--- src/rtl/escalonador_maquina_estados_if.sv ---
// Requester-side bus of escalonador_maquina_estados: job requests and words in, grant and results out.
// Rev 1.0 - initial release.
`default_nettype none

interface escalonador_maquina_estados_if #(
  parameter int N_REQ  = 4,
  parameter int DATA_W = 8,
  parameter int CNT_W  = $clog2(DATA_W + 1),
  parameter int ID_W   = $clog2(N_REQ)
);
  logic [N_REQ-1:0]        req;
  logic [N_REQ*DATA_W-1:0] dados;
  logic [N_REQ-1:0]        gnt;
  logic                    done;
  logic [ID_W-1:0]         done_id;
  logic [CNT_W-1:0]        contagem;
  logic [2:0]              estado_final;
  logic                    ocupado;

  modport master (
    output req, dados,
    input  gnt, done, done_id, contagem, estado_final, ocupado
  );

  modport slave (
    input  req, dados,
    output gnt, done, done_id, contagem, estado_final, ocupado
  );
endinterface

`default_nettype wire

--- src/rtl/escalonador_maquina_estados.sv ---
// escalonador_maquina_estados: round-robin scheduler feeding job words serially into one shared pattern FSM.
// Define ESCALON_PRIORIDADE_FIXA_EN for fixed (lowest index wins) arbitration. Rev 1.0 - initial release.
`default_nettype none

module escalonador_maquina_estados #(
  parameter int N_REQ  = 4,
  parameter int DATA_W = 8,
  parameter int CNT_W  = $clog2(DATA_W + 1),
  parameter int ID_W   = $clog2(N_REQ)
) (
  input  wire logic                    clk,
  input  wire logic                    rst,
  escalonador_maquina_estados_if.slave bus,
  output logic                         o_fsm_rst,
  output logic                         o_fsm_entrada,
  input  wire logic                    i_fsm_saida,
  input  wire logic [2:0]              i_fsm_estado
);

  localparam int IDX_W = $clog2(DATA_W + 1);

  typedef enum logic [2:0] {
    S_IDLE   = 3'd0,
    S_CLEAR  = 3'd1,
    S_SHIFT  = 3'd2,
    S_DRAIN  = 3'd3,
    S_REPORT = 3'd4
  } state_t;

  state_t              r_state;
  logic [DATA_W-1:0]   r_sr;
  logic [IDX_W-1:0]    r_idx;
  logic [CNT_W-1:0]    r_cnt;
  logic [ID_W-1:0]     r_id;
  logic [N_REQ-1:0]    r_gnt;
  logic                r_done;
  logic [ID_W-1:0]     r_done_id;
  logic [CNT_W-1:0]    r_contagem;
  logic [2:0]          r_estado_final;

  logic                w_any;
  logic [ID_W-1:0]     w_win;
  logic [DATA_W-1:0]   w_word;

  assign w_any = |bus.req;

`ifdef ESCALON_PRIORIDADE_FIXA_EN
  always_comb begin
    w_win = '0;
    for (int i = N_REQ - 1; i >= 0; i--) begin
      if (bus.req[i]) w_win = ID_W'(i);
    end
  end
`else
  logic [ID_W-1:0]     r_ptr;
  logic [2*N_REQ-1:0]  w_dbl;
  logic [N_REQ-1:0]    w_rot;
  logic [ID_W-1:0]     w_off;
  logic [ID_W:0]       w_sum;

  // Rotate requests so the pointer sits at bit 0, take the lowest set bit, then rotate back.
  always_comb begin
    w_dbl = {bus.req, bus.req} >> r_ptr;
    w_rot = w_dbl[N_REQ-1:0];
    w_off = '0;
    for (int i = N_REQ - 1; i >= 0; i--) begin
      if (w_rot[i]) w_off = ID_W'(i);
    end
    w_sum = {1'b0, r_ptr} + {1'b0, w_off};
    w_win = (w_sum >= (ID_W+1)'(N_REQ)) ? ID_W'(w_sum - (ID_W+1)'(N_REQ)) : w_sum[ID_W-1:0];
  end
`endif

  always_comb begin
    w_word = '0;
    for (int i = 0; i < N_REQ; i++) begin
      if (w_win == ID_W'(i)) w_word = bus.dados[i*DATA_W +: DATA_W];
    end
  end

  always_ff @(posedge clk or negedge rst) begin
    if (!rst) begin
      r_state        <= S_IDLE;
      r_sr           <= '0;
      r_idx          <= '0;
      r_cnt          <= '0;
      r_id           <= '0;
      r_gnt          <= '0;
      r_done         <= 1'b0;
      r_done_id      <= '0;
      r_contagem     <= '0;
      r_estado_final <= '0;
`ifndef ESCALON_PRIORIDADE_FIXA_EN
      r_ptr          <= '0;
`endif
    end else begin
      r_done <= 1'b0;
      case (r_state)
        S_IDLE: begin
          if (w_any) begin
            r_sr    <= w_word;
            r_id    <= w_win;
            r_gnt   <= N_REQ'(1) << w_win;
            r_state <= S_CLEAR;
          end
        end
        S_CLEAR: begin
          r_cnt   <= '0;
          r_idx   <= '0;
          r_state <= S_SHIFT;
        end
        S_SHIFT: begin
          r_sr <= r_sr << 1;
          // fsm_saida lags the presented bit by one cycle, so bit 0 has nothing to sample yet.
          if ((r_idx != '0) && i_fsm_saida) r_cnt <= r_cnt + CNT_W'(1);
          if (r_idx == IDX_W'(DATA_W - 1)) begin
            r_state <= S_DRAIN;
          end else begin
            r_idx <= r_idx + IDX_W'(1);
          end
        end
        S_DRAIN: begin
          r_contagem     <= r_cnt + CNT_W'(i_fsm_saida);
          r_estado_final <= i_fsm_estado;
          r_done_id      <= r_id;
          r_done         <= 1'b1;
          r_state        <= S_REPORT;
        end
        S_REPORT: begin
          r_gnt   <= '0;
`ifndef ESCALON_PRIORIDADE_FIXA_EN
          r_ptr   <= (r_id == ID_W'(N_REQ - 1)) ? '0 : r_id + ID_W'(1);
`endif
          r_state <= S_IDLE;
        end
        default: r_state <= S_IDLE;
      endcase
    end
  end

  // The FSM must clear together with this block, hence the asynchronous reset term.
  assign o_fsm_rst         = ~rst | (r_state == S_CLEAR);
  assign o_fsm_entrada     = (r_state == S_SHIFT) & r_sr[DATA_W-1];
  assign bus.gnt           = r_gnt;
  assign bus.done          = r_done;
  assign bus.done_id       = r_done_id;
  assign bus.contagem      = r_contagem;
  assign bus.estado_final  = r_estado_final;
  assign bus.ocupado       = (r_state != S_IDLE);

endmodule

`default_nettype wire

--- src/flat_wrapper.sv ---
// flat-port wrapper written by rule: the top's interface ports become plain ports
module escalonador_maquina_estados_flat 
#(
  parameter int N_REQ  = 4,
  parameter int DATA_W = 8,
  parameter int CNT_W  = $clog2(DATA_W + 1),
  parameter int ID_W   = $clog2(N_REQ)
)
  (clk, rst, o_fsm_rst, o_fsm_entrada, i_fsm_saida, i_fsm_estado, bus_req, bus_dados, bus_gnt, bus_done, bus_done_id, bus_contagem, bus_estado_final, bus_ocupado);
  escalonador_maquina_estados_if #(.N_REQ(N_REQ), .DATA_W(DATA_W), .CNT_W(CNT_W), .ID_W(ID_W)) bus_i ();
  input  wire logic clk;
  input  wire logic rst;
  output logic o_fsm_rst;
  output logic o_fsm_entrada;
  input  wire logic i_fsm_saida;
  input  wire logic [2:0] i_fsm_estado;
  input wire logic [$bits(bus_i.req)-1:0] bus_req;
  input wire logic [$bits(bus_i.dados)-1:0] bus_dados;
  output wire logic [$bits(bus_i.gnt)-1:0] bus_gnt;
  output wire logic [$bits(bus_i.done)-1:0] bus_done;
  output wire logic [$bits(bus_i.done_id)-1:0] bus_done_id;
  output wire logic [$bits(bus_i.contagem)-1:0] bus_contagem;
  output wire logic [$bits(bus_i.estado_final)-1:0] bus_estado_final;
  output wire logic [$bits(bus_i.ocupado)-1:0] bus_ocupado;
  assign bus_i.req = bus_req;
  assign bus_i.dados = bus_dados;
  assign bus_gnt = bus_i.gnt;
  assign bus_done = bus_i.done;
  assign bus_done_id = bus_i.done_id;
  assign bus_contagem = bus_i.contagem;
  assign bus_estado_final = bus_i.estado_final;
  assign bus_ocupado = bus_i.ocupado;
  escalonador_maquina_estados #(.N_REQ(N_REQ), .DATA_W(DATA_W), .CNT_W(CNT_W), .ID_W(ID_W)) u_core (.clk(clk), .rst(rst), .bus(bus_i), .o_fsm_rst(o_fsm_rst), .o_fsm_entrada(o_fsm_entrada), .i_fsm_saida(i_fsm_saida), .i_fsm_estado(i_fsm_estado));
endmodule
--- config.mk ---
export PLATFORM = sky130hd
export DESIGN_NAME = escalonador_maquina_estados_flat
export DESIGN_NICKNAME = d
export VERILOG_FILES = /design/src/rtl/escalonador_maquina_estados_if.sv /design/src/rtl/escalonador_maquina_estados.sv /design/src/flat_wrapper.sv
export SDC_FILE = /design/constraint.sdc
export NUM_CORES = 1
export LEC_CHECK = 0
export ABC_CLOCK_PERIOD_IN_PS = 2200
export CAP_MARGIN = 20
export CORE_MARGIN = 2
export CORE_UTILIZATION = 45
export CTS_BUF_LIST = sky130_fd_sc_hd__clkbuf_4
export DETAILED_ROUTE_END_ITERATION = 12
export GPL_TIMING_DRIVEN = 0
export PLACE_DENSITY = 0.78
export SYNTH_ARGS = -nofsm -noshare
export SYNTH_HDL_FRONTEND = slang
export SYNTH_SLANG_ARGS = --single-unit
--- constraint.sdc ---
create_clock -name clk -period 2.2 [get_ports clk]
set_input_delay 0.44 -clock clk [delete_from_list [all_inputs] [get_ports clk]]
set_output_delay 0.44 -clock clk [all_outputs]
set_load 0.02 [all_outputs]
==> results.txt <==
- STA puts the critical path data arrival time at roughly 2600 ps.
- Amount of wire on met3 after detailed routing: ~170 µm
- Required time at the endpoint of the critical path: between 2000 and 2500 ps
- Across all layers, the routed design uses slightly below 2000 vias.
- In this run the tool buffered the top-level ports with 58 buffer cells.
- For this run the aggregate overflow at the end of global routing stands at 0.
- Cell type of the slowest stage on the worst timing path: dfrtp_1
- Hpwl dp: ~3500 µm
* Worst Hold Margin: 151.4 ps
- Horizontal die dimension: ~73 µm
- Number of clock buffers inserted by TritonCTS: 5
- Total count of hold-check failures in the final report: 0
* Final number of setup-violating endpoints: 12
- Along the worst path, the maximum fanout reaches 7.
- Of all flip-flops after synthesis, the portion carrying an async set or reset was 100.0%.
* Placement Cell Area: between 0.002 and 0.003 mm²
- Final routed wirelength across all metal layers: between 5000 and 6000 µm
* Antenna Nets Post-Route: 0
- Stage delay of the slowest cell on the critical path: a little under 400 ps
- Sinks on Clock Net: 37
- The tree is rooted in a clkbuf_4.
- Summing all multi-input logic gate instances after layout gives between 0.001 and 0.0015 mm².
- The initial utilization of the core area, before any placement, comes to a little under half.
- Critical Path Sink Type: register
- MaxCap Viol Count: 0
- The first global-routing pass estimated between 8000 and 9000 µm of wire.
- Final-stage net count: ~350
* TritonCTS clock tree: done
* GRT Resource Usage Total: around a fifth
- The flow ran to the end, but the final reports show violations.
* Global placement routability congestion: between 0.7 and 0.8
- Critical path type: register to register
* Via density per instance: 5.431
- Pwr/cell area: between 1500 and 2000 mW/mm²
* Skew final: 21.50 ps
- After detailed routing, the average wire length per cell comes to 14.14 µm.
* Net count after synthesis: ~280
- Compared with the post-synthesis result, the final layout area differs by 43.40%.
* Die outline height: between 70 and 80 µm
- In this design, the critical path's most frequently occurring cell is o22ai_2.
- Dominant register cell in the synthesized netlist: dfrtp_1
* P_leak: 1.372 nW
- After layout, the worst path uses 107.8% of the clock period.
* Max Root-Sink Buffers: 2
- Cell area after synthesis: approximately 0.0022 mm²
- Count of distinct cell types in the synthesized netlist: 51
- Clock-pin slew was measured on the worst setup and hold paths at between 100 and 150 ps.
- Family with the most delay on the worst path: XOR/XNOR gates
- In this run the standard cell core region covers between 0.004 and 0.005 mm².
- Synthesis inferred 37 register bits.
- Of the post-synthesis cell area, the dominant cell type holds 42.87%.
- Count of unresolved DRC violations after routing: 0
- DIE AREA: 0.005369 mm²
- After layout, the worst setup slack is -172.1 ps.
- Final Cell Area: slightly above 0.003 mm²
- Sequence of cells on the critical path: buf_6 > nand2b_4 > o22ai_2 > o21ai_2 > o221ai_2 > ha_2 > xor2_4 > xnor2_4 > buf_8 > mux2i_1 > o22ai_2
- CTS built an H-tree with a depth of 2.
- Cells fill about 66% of the core in the end.
- Max transition margin: 46.61%
* Length of the first detailed-routing pass in iterations: 4
- Highest clock rate: about 420 MHz
- After detailed routing, no signal wire sits above met4.
* Synth Instances: roughly 230
* Top post-synthesis cells by area: dfrtp_1 43%, nand2_1 7.1%, mux2i_1 4.6%
* Diodes inserted: 0
- For the finished layout, the period the worst path requires is 2372 ps.
- Number of synthesized flops with an enable pin: 0
- The max-slew violation count came to 0.
- Counting buffers and inverters, the worst setup path is 11 cells deep.
- Violations in the final reports: setup timing
- Yosys printed 0 warnings.
- Largest net degree at the start of global routing: 39
* Initial antenna violation count: 0
- Clock Latency Late Sink: between 300 and 400 ps
- Sequential cell area: a little over 900 µm²
- Transition at the pin with the smallest max-transition slack: 800.8 ps
- After detailed routing, the met2 layer carries between 2000 and 3000 µm of wire.
- Proportion of synthesized chip area in sequential cells: a little over two fifths
- The number of global-route vias before repair is 1885.
- Row generation in the floorplan step produced 25 rows.
* Worst setup slack before clock tree synthesis: -949.2 ps
- Worst Hold Class: input port to async pin
- The worst setup path is launched from a register.
- Library cell with the largest summed area after synthesis: dfrtp_1
- VDD sags by at most roughly 1 mV.
- Final-layout fill cell count: between 300 and 400
* M1 WL: between 2000 and 2500 µm
- The first routing iteration left 146 violations.
- Buffer and inverter count on the worst path: 2
- Fraction of layout cells with a size suffix above 1: between 10% and 20%
- Setup repair after global routing could not meet its margin everywhere.
- Syn avg cell area: 9.269 µm²
* Worst Reg2Reg Path Length in Cells: 11
- During I/O placement, the number of pins put on the boundary was ~60.
-- Yosys cell counts, types with 4 or more instances --
master and instances:
a21oi_1 7, a22oi_1 4, a32oi_1 4, clkbuf_1 6
dfrtp_1 37, ha_1 7, inv_1 8, mux2i_1 10
nand2_1 41, nand2b_1 7, nand3_1 12, nor2_1 17
nor2b_1 4, o21ai_0 6, o22ai_1 7, xor2_1 5
-- registers in the layout, indices dropped and copies added, names as in the netlist --
signal and count:
u_core.r_id 2, u_core.bus.done 1, u_core.r_cnt 4, u_core.r_ptr 2, u_core.bus.estado_final 3, u_core.bus.contagem 4
u_core.r_state 3, u_core.bus.gnt 4, u_core.bus.done_id 2, u_core.r_sr 8, u_core.r_idx 4
-- repair_timing --
action | CTS | global route
endpoints found under the hold margin | 0 | 0
resized for setup | 27 | 14
hold buffers | 0 | 0
pin swaps | 11 | 7
buffers inserted | 6 | 1
cloned | 1 | 1
setup endpoints to repair | 17 | 15
-- cells by family (layout without fill, tap and decap cells) --
kind of cell	after synthesis	count (layout)	synth area share, %
multiplexers	14	14	6.721
XOR/XNOR	9	9	3.998
buffers and inverters	20	93	4.171
AO/OA/AOI/OAI	49	49	16.45
adder cells (fa/ha/maj)	7	7	4.055
AND/OR/NAND/NOR	97	97	21.73
flip-flops	37	37	42.87
-- metal layers --
| layer | global-route usage, % | up-vias |
|---|---|---|
| met4 | 5.144 | 0 |
| met3 | 5.075 | 3 |
| met5 | 0 | - |
| met1 | 26.17 | 934 |
| met2 | 32.93 | 43 |
| li1 | - | 975 |
-- metrics by stage --
step	total power, mW	std cells	TNS, ps
final	4.896	360	-1318
after global routing	5.248	360	-3096
after CTS	4.653	359	-890.9
after detailed placement	3.747	345	-11720
after global placement	3.676	345	-18400
after floorplan	2.996	233	0
-- worst paths after layout --
check	start	to	slack, ps
max in group asynchronous	rst	u_core.r_ptr[1]	1510
hold reg to reg	u_core.bus.estado_final[1]	u_core.bus.estado_final[1]	490
setup reg to reg	u_core.r_ptr[0]	u_core.r_sr[4]	-170
min in group clk	u_core.bus.estado_final[1]	u_core.bus.estado_final[1]	490
hold / removal	rst	u_core.r_sr[5]	150
setup / recovery	u_core.r_ptr[0]	u_core.r_sr[4]	-170
-- cell type report --
cell class	count	area share, %
inverters	9	1.091
repair buffers	67	21.41
multi-input cells	176	40.81
plain buffers	9	1.859
flip-flops and latches	37	29.94
clock buffers	5	1.212
clock inverters	3	1.495
well taps	54	2.182
-- cell usage in the layout (no fill, tap or decap), types with 2 or more instances in the layout --
cell type        synthesis  layout
mux2i_1                 10       8
clkbuf_1                 6       3
nor2b_1                  4       4
a211o_2                  2       2
a32oi_1                  4       4
nand3_1                 12      12
or2_2                    3       3
o22ai_2                  0       2
a22oi_1                  4       4
o21a_1                   2       2
nor2_1                  17      14
inv_1                    8       8
nand2b_1                 7       6
o21ai_0                  6       5
clkbuf_2                 0       3
xnor2_1                  3       3
buf_6                    1       3
o22ai_1                  7       5
nand2_1                 41      40
clkbuf_4                 0       5
nand4_1                  2       2
nand2b_4                 1       2
buf_2                    3       5
o21ai_1                  2       2
o31ai_1                  3       3
and3_1                   2       2
clkdlybuf4s50_1          0      50
a32o_1                   2       2
dfrtp_1                 37      36
dlygate4sd2_1            0       4
mux2_4                   0       3
a21oi_1                  7       7
nor2_2                   0       2
xor2_1                   5       4
buf_4                    1       4
ha_1                     7       6
-- power breakdown --
group	internal (mW)	switching (mW)	leakage, nW
sequential	0.962	0.229	0.471
combinational	1.61	1.60	0.860
clock	0.240	0.248	0.0414
No activity file was read; power rests on OpenSTA's default activity.
